$ cat config.mk
export PLATFORM = sky130hd
export DESIGN_NAME = cpu_run_ctrl
export DESIGN_NICKNAME = d
export VERILOG_FILES = /design/src/rtl/cpu_run_pkg.sv /design/src/rtl/cpu_run_ctrl_reset_stretcher.sv /design/src/rtl/cpu_run_ctrl.sv
export SDC_FILE = /design/constraint.sdc
export NUM_CORES = 1
export LEC_CHECK = 0
export ABC_AREA = 1
export CORE_ASPECT_RATIO = 1.4
export CORE_UTILIZATION = 40
export DETAILED_ROUTE_END_ITERATION = 8
export GPL_TIMING_DRIVEN = 0
export PLACE_DENSITY = 0.75
export SLEW_MARGIN = 20
export SYNTH_ARGS = -nofsm -noshare
export SYNTH_HDL_FRONTEND = slang
export SYNTH_SLANG_ARGS = --single-unit
$ cat constraint.sdc
create_clock -name CLK -period 5.45 [get_ports CLK]
set_input_delay 0.8175 -clock CLK [delete_from_list [all_inputs] [get_ports CLK]]
set_output_delay 0.8175 -clock CLK [all_outputs]
set_load 0.01 [all_outputs]
$ cat src/rtl/cpu_run_pkg.sv
// +------------------------------------------------------------------+
// | cpu_run_pkg : shared run-controller state and end-cause encodings |
// | rev 1.0                                                           |
// +------------------------------------------------------------------+
`default_nettype none

package cpu_run_pkg;

  typedef enum logic [2:0] {
    HOLD      = 3'd0,
    RUN       = 3'd1,
    HALTED    = 3'd2,
    TIMED_OUT = 3'd3,
    HUNG_ST   = 3'd4
  } run_state_t;

  localparam logic [1:0] CAUSE_NONE    = 2'd0;
  localparam logic [1:0] CAUSE_HALT    = 2'd1;
  localparam logic [1:0] CAUSE_TIMEOUT = 2'd2;
  localparam logic [1:0] CAUSE_HANG    = 2'd3;

endpackage

`default_nettype wire

$ cat src/rtl/cpu_run_ctrl_reset_stretcher.sv
// +------------------------------------------------------------------+
// | reset_stretcher : counts HOLD edges, flags the RST_CYCLES-th one  |
// | rev 1.0                                                           |
// +------------------------------------------------------------------+
`default_nettype none

module reset_stretcher #(
  parameter int RST_CYCLES = 4
) (
  input  logic clk,
  input  logic rst,
  input  logic en,
  output logic release_run
);

  localparam int CNT_W = (RST_CYCLES < 2) ? 1 : $clog2(RST_CYCLES + 1);
  localparam logic [CNT_W-1:0] LAST_CNT = CNT_W'(RST_CYCLES - 1);

  logic [CNT_W-1:0] hold_cnt;

  // Combinational so the owning FSM can leave HOLD on the very edge that completes the count.
  assign release_run = en && (hold_cnt == LAST_CNT);

  always_ff @(posedge clk or posedge rst) begin
    if (rst) begin
      hold_cnt <= '0;
    end else if (en) begin
      hold_cnt <= hold_cnt + CNT_W'(1);
    end else begin
      hold_cnt <= '0;
    end
  end

endmodule

`default_nettype wire

$ cat src/rtl/cpu_run_ctrl.sv
// +------------------------------------------------------------------+
// | cpu_run_ctrl : core reset stretch, cycle count, halt/hang/timeout |
// | rev 1.0                                                           |
// +------------------------------------------------------------------+
`default_nettype none

module cpu_run_ctrl
  import cpu_run_pkg::*;
#(
  parameter int RST_CYCLES  = 4,
  parameter int CYCLE_W     = 32,
  parameter int MAX_CYCLES  = 312,
  parameter int PC_W        = 32,
  parameter int STALL_LIMIT = 8
) (
  input  logic               CLK,
  input  logic               RESET,
  input  logic [PC_W-1:0]    PC,
  input  logic               HALT_REQ,
  output logic               CPU_RESET,
  output logic               RUNNING,
  output logic               DONE,
  output logic               TIMEOUT,
  output logic               HUNG,
  output logic [CYCLE_W-1:0] CYCLE_COUNT,
  output logic [PC_W-1:0]    EXIT_PC
);

  localparam int STALL_W = (STALL_LIMIT < 2) ? 1 : $clog2(STALL_LIMIT + 1);
  localparam logic [CYCLE_W-1:0] BUDGET    = CYCLE_W'(MAX_CYCLES);
  localparam logic [STALL_W-1:0] STALL_MAX = STALL_W'(STALL_LIMIT);

  if (RST_CYCLES < 1) begin : g_chk_rst_cycles
    $error("cpu_run_ctrl: RST_CYCLES must be at least 1");
  end
  if (MAX_CYCLES < 0 || (CYCLE_W < 32 && (MAX_CYCLES >> CYCLE_W) != 0)) begin : g_chk_budget
    $error("cpu_run_ctrl: MAX_CYCLES does not fit in CYCLE_W bits");
  end

  run_state_t          state_q, state_d;
  logic                cpu_reset_q, cpu_reset_d;
  logic                running_q, running_d;
  logic                done_q, done_d;
  logic                timeout_q, timeout_d;
  logic                hung_q, hung_d;
  logic [CYCLE_W-1:0]  cycle_q, cycle_d;
  logic [PC_W-1:0]     exit_pc_q, exit_pc_d;
  logic [PC_W-1:0]     pc_prev_q, pc_prev_d;
  logic                pc_prev_valid_q, pc_prev_valid_d;
  logic [STALL_W-1:0]  stall_q, stall_d;

  logic                release_run;
  logic [CYCLE_W-1:0]  cycle_inc;
  logic                stall_match;
  logic [STALL_W-1:0]  stall_inc;
  logic                hang_hit;
  logic                budget_hit;

  reset_stretcher #(
    .RST_CYCLES (RST_CYCLES)
  ) u_reset_stretcher (
    .clk         (CLK),
    .rst         (RESET),
    .en          (state_q == HOLD),
    .release_run (release_run)
  );

  assign cycle_inc   = (&cycle_q) ? cycle_q : cycle_q + CYCLE_W'(1);
  assign stall_match = pc_prev_valid_q && (PC == pc_prev_q);
  assign stall_inc   = !stall_match ? '0 : ((&stall_q) ? stall_q : stall_q + STALL_W'(1));
  assign hang_hit    = (STALL_LIMIT != 0) && stall_match && (stall_inc == STALL_MAX);
  assign budget_hit  = (MAX_CYCLES != 0) && (cycle_inc == BUDGET);

  always_comb begin
    state_d         = state_q;
    cpu_reset_d     = cpu_reset_q;
    running_d       = running_q;
    done_d          = done_q;
    timeout_d       = timeout_q;
    hung_d          = hung_q;
    cycle_d         = cycle_q;
    exit_pc_d       = exit_pc_q;
    pc_prev_d       = pc_prev_q;
    pc_prev_valid_d = pc_prev_valid_q;
    stall_d         = stall_q;

    case (state_q)
      HOLD: begin
        if (release_run) begin
          state_d         = RUN;
          cpu_reset_d     = 1'b0;
          running_d       = 1'b1;
          pc_prev_valid_d = 1'b0;
          stall_d         = '0;
        end
      end
      RUN: begin
        cycle_d         = cycle_inc;
        pc_prev_d       = PC;
        pc_prev_valid_d = 1'b1;
        stall_d         = stall_inc;
        // Halt outranks hang, which outranks the budget; only the winner raises its flag.
        if (HALT_REQ || hang_hit || budget_hit) begin
          exit_pc_d   = PC;
          done_d      = 1'b1;
          running_d   = 1'b0;
          cpu_reset_d = 1'b1;
          if (HALT_REQ) begin
            state_d = HALTED;
          end else if (hang_hit) begin
            state_d = HUNG_ST;
            hung_d  = 1'b1;
          end else begin
            state_d   = TIMED_OUT;
            timeout_d = 1'b1;
          end
        end
      end
      default: ;
    endcase
  end

  always_ff @(posedge CLK or posedge RESET) begin
    if (RESET) begin
      state_q         <= HOLD;
      cpu_reset_q     <= 1'b1;
      running_q       <= 1'b0;
      done_q          <= 1'b0;
      timeout_q       <= 1'b0;
      hung_q          <= 1'b0;
      cycle_q         <= '0;
      exit_pc_q       <= '0;
      pc_prev_q       <= '0;
      pc_prev_valid_q <= 1'b0;
      stall_q         <= '0;
    end else begin
      state_q         <= state_d;
      cpu_reset_q     <= cpu_reset_d;
      running_q       <= running_d;
      done_q          <= done_d;
      timeout_q       <= timeout_d;
      hung_q          <= hung_d;
      cycle_q         <= cycle_d;
      exit_pc_q       <= exit_pc_d;
      pc_prev_q       <= pc_prev_d;
      pc_prev_valid_q <= pc_prev_valid_d;
      stall_q         <= stall_d;
    end
  end

  assign CPU_RESET   = cpu_reset_q;
  assign RUNNING     = running_q;
  assign DONE        = done_q;
  assign TIMEOUT     = timeout_q;
  assign HUNG        = hung_q;
  assign CYCLE_COUNT = cycle_q;
  assign EXIT_PC     = exit_pc_q;

endmodule

`default_nettype wire

==> key figures <==
Run status
  – Outcome: finished, final reports clean

STA
  – Final hold slack: 0.437 ns
  – Setup_tns: 0 ns
  – Skew final: 0.00538 ns
  – Period minus WS final: 3.17 ns
  – Max-slew violation count: 0
  – Final Cycle Share: 58.2%
  – Measured slew at the worst slew-check pin: 0.686 ns
  – Setup violations, final: 0
  – Relative slew slack: 53.9%
  – RSZ-0062 raised after global routing: false
  – Hold Vio Cnt, Final: 0
  – Fmax: 315 MHz

Setup path
  – Critical path class: in2reg
  – Critical Path AT: 3.41 ns
  – Setup crit end kind: flip-flop
  – CP Launch Type: input port
  – Required @ worst endpoint: 5.69 ns
  – Crit-path max FO: 10

GRT
  – M3 GR Usage: 2.70%
  – Remaining global-route overflow: 0
  – Largest net degree at the start of global routing: 64
  – Vias in the first global route: 5678
  – Layer with the highest usage: met2
  – Global-route usage over all layers: 23.3%
  – Initial antenna violation count: 0
  – Met1 global-route usage: 27.2%
  – GR Util met2: 42.6%
  – First-pass GRT wire length: 28600 µm

Hold path
  – HP Class: reg2reg

Place
  – DP Wirelength: 13400 µm
  – IO buf count: 103
  – Routability congestion estimate from global placement: 0.929

CTS
  – Root buffer cell: clkbuf_16
  – Skew-Pair Late Insertion Delay: 0.36 ns
  – Clock-pin slew on the worst setup and hold paths: 0.08 ns
  – Clock Sinks: 112
  – TritonCTS clock tree: built
  – Post-CTS Setup Bufs: 0
  – CTS Buf Count: 9
  – H-tree levels: 3
  – Hold buffer count at CTS: 0
  – CTS resizes: 0
  – Clk buf depth: 2

Die
  – Rows: 53
  – Die area: 0.0161 mm²
  – Die Width: 108 µm
  – CORE AREA: 0.0151 mm²
  – Ports: 104
  – Initial Utilization: 41.3%
  – Die Ht: 150 µm

Synthesis
  – Post-synth top flop: dfrtp_1
  – Yosys warnings: 0
  – Area contributors post-synth: dfrtp_1 (45%), nand2_1 (18%), nand3_1 (5.2%), o21ai_0 (5.0%), inv_1 (4.7%)
  – Mean Syn Cell Area: 7.43 µm²
  – Yosys top cell by area: dfrtp_1
  – Synthesized instance count: 840
  – Post-synth top area share: 44.5%
  – Number of synthesized flops with an enable pin: 0
  – Post-synthesis cell area: 0.00624 mm²
  – Synth cell types: 38
  – Syn_nets: 879
  – Register area share after synthesis: 44.9%
  – Synth Register Bits: 112
  – Fraction of registers with async set or reset after synthesis: 100%

Route
  – First-pass DRT Iterations: 5
  – Number of routed nets with antenna violations: 0
  – Total wire length: 17700 µm
  – Via count: 5816
  – DR iter-0 viols: 351
  – Post-DR wirelength/cell: 15.3 µm
  – Vias/cell: 5.05
  – DR DRC count: 0

Pwr
  – Switching pwr: 0.000401 W
  – Power share of the clock group: 40.6%
  – Comb power frac: 7.1%
  – Sw frac: 24.7%
  – Maximum VDD drop: 0.000161 V
  – Leak: 3.64 nW
  – P_int: 0.00122 W
  – Sequential share of power: 52.3%
  – P per Cell Area: 208 mW/mm²

Flow run
  – Max Cap Violations: 0

Cells and area
  – Multi-input gate area: 0.00298 mm²
  – P&R area growth vs syn: 25.5%
  – Register area: 0.00280 mm²
  – Number of nets in the layout: 994
  – Share of cells above drive strength 1: 8.75%
  – Diode count: 0
  – Filler cell count: 1476
-- synth_stat cells, drive strengths merged (2+ instances only) --
| library cell | count |
|---|---|
| buf | 8 |
| clkbuf | 17 |
| dfrtp | 111 |
| ha | 4 |
| inv | 81 |
| nand2 | 335 |
| nand3 | 65 |
| nand3b | 12 |
| nand4 | 11 |
| nor2 | 87 |
| nor3 | 5 |
| o21ai | 62 |
| o22ai | 2 |
| or2 | 9 |
| xnor2 | 10 |
| xor2 | 10 |
-- power groups by stage --
stage               logic (W)  clock network [W]  registers [W]
detailed placement   0.000118                  0       0.000867
finish               0.000115           0.000660       0.000851
global placement     0.000113                  0       0.000867
CTS                  0.000118           0.000670       0.000851
global route         0.000127           0.000701       0.000852
floorplan           0.0000372                  0       0.000872
-- stage by stage --
step | setup WS, ns | instances | instance area (µm²) | utilization, % | total power, W
2_1_floorplan | 1.68 | 840 | 6240 | - | 0.000909
3_5_place_dp | 1.87 | 1136 | 7540 | 49.9 | 0.000984
6_report | 2.28 | 1152 | 7830 | 51.8 | 0.00163
5_1_grt | 1.99 | 1152 | 7830 | 51.8 | 0.00168
3_3_place_gp | -0.172 | 1135 | 7510 | 49.7 | 0.000980
4_1_cts | 2.23 | 1152 | 7830 | 51.8 | 0.00164
-- metal layers --
metal  up-vias  routed length [µm]
li1       2874                   -
met4         0                 502
met2       181                9240
met3        38                 784
met5         -                   0
met1      2723                7140
-- cell usage in the layout, fill, tap and decap left out, types with 5 or more instances in the layout --
master	synthesis	final
clkbuf_1	17	18
clkbuf_16	0	9
clkdlybuf4s50_1	0	103
dfrtp_1	111	111
inv_1	78	77
nand2_1	305	305
nand2_2	24	24
nand2_4	5	5
nand3_1	65	65
nand3b_1	12	12
nand4_1	11	11
nor2_1	72	72
nor2_2	8	8
nor2_4	5	5
nor3_1	5	5
o21ai_0	62	62
or2_2	9	9
xnor2_1	10	10
xor2_1	9	9
-- worst max-delay path, cell delays in order --
cell and delay [ns]:
clkdlybuf4s50_1 0.57, inv_1 0.06, nand2_1 0.06, nand2_1 0.05, nor2_1 0.14, nand3_1 0.12, nor3_1 0.14, nand2_1 0.07
nor2_1 0.22, nand4_1 0.13, nand2_1 0.14, nand2_1 0.23, clkbuf_1 0.40, nand3_1 0.18, nand2_1 0.08
-- area by class of cell --
class	count	share of cell area, %
inverter	81	3.95
multi-input combinational	622	38.1
timing repair buffer	104	13.5
sequential	112	35.8
buffer	25	1.90
clock inverter	6	0.735
tap	192	3.07
clock buffer	10	2.92
-- state kept, by name, indices dropped and copies added (netlist names) --
register and flops:
pc_prev_q 32, DONE 1, state_q 3, RUNNING 1, TIMEOUT 1, CPU_RESET 1
stall_q 4, pc_prev_valid_q 1, EXIT_PC 32, u_reset_stretcher.hold_cnt 3, CYCLE_COUNT 32, HUNG 1
-- path summary, 6_finish.rpt --
check | startpoint | endpoint | slack, ns | cells past startpoint
max | PC[27] | EXIT_PC[0] | 2.28 | 15
min | u_reset_stretcher.hold_cnt[0] | u_reset_stretcher.hold_cnt[0] | 0.44 | 1
max reg2reg | CYCLE_COUNT[0] | EXIT_PC[0] | 2.50 | 16
min reg2reg | u_reset_stretcher.hold_cnt[0] | u_reset_stretcher.hold_cnt[0] | 0.44 | 1
max in group asynchronous | RESET | EXIT_PC[11] | 3.85 | 3
min in group asynchronous | RESET | CYCLE_COUNT[5] | 0.92 | 2
-- kinds of logic (layout without fill, tap and decap cells) --
| family | after synthesis | in the layout | synth area share, % |
|---|---|---|---|
| flops | 112 | 112 | 44.9 |
| simple gates | 526 | 526 | 37.9 |
| buf+inv | 106 | 226 | 7.26 |
| fa+ha+maj | 4 | 4 | 0.802 |
| xor+xnor | 20 | 20 | 2.93 |
| compound gates | 72 | 72 | 6.14 |
Power figures use the tool's default switching activity.
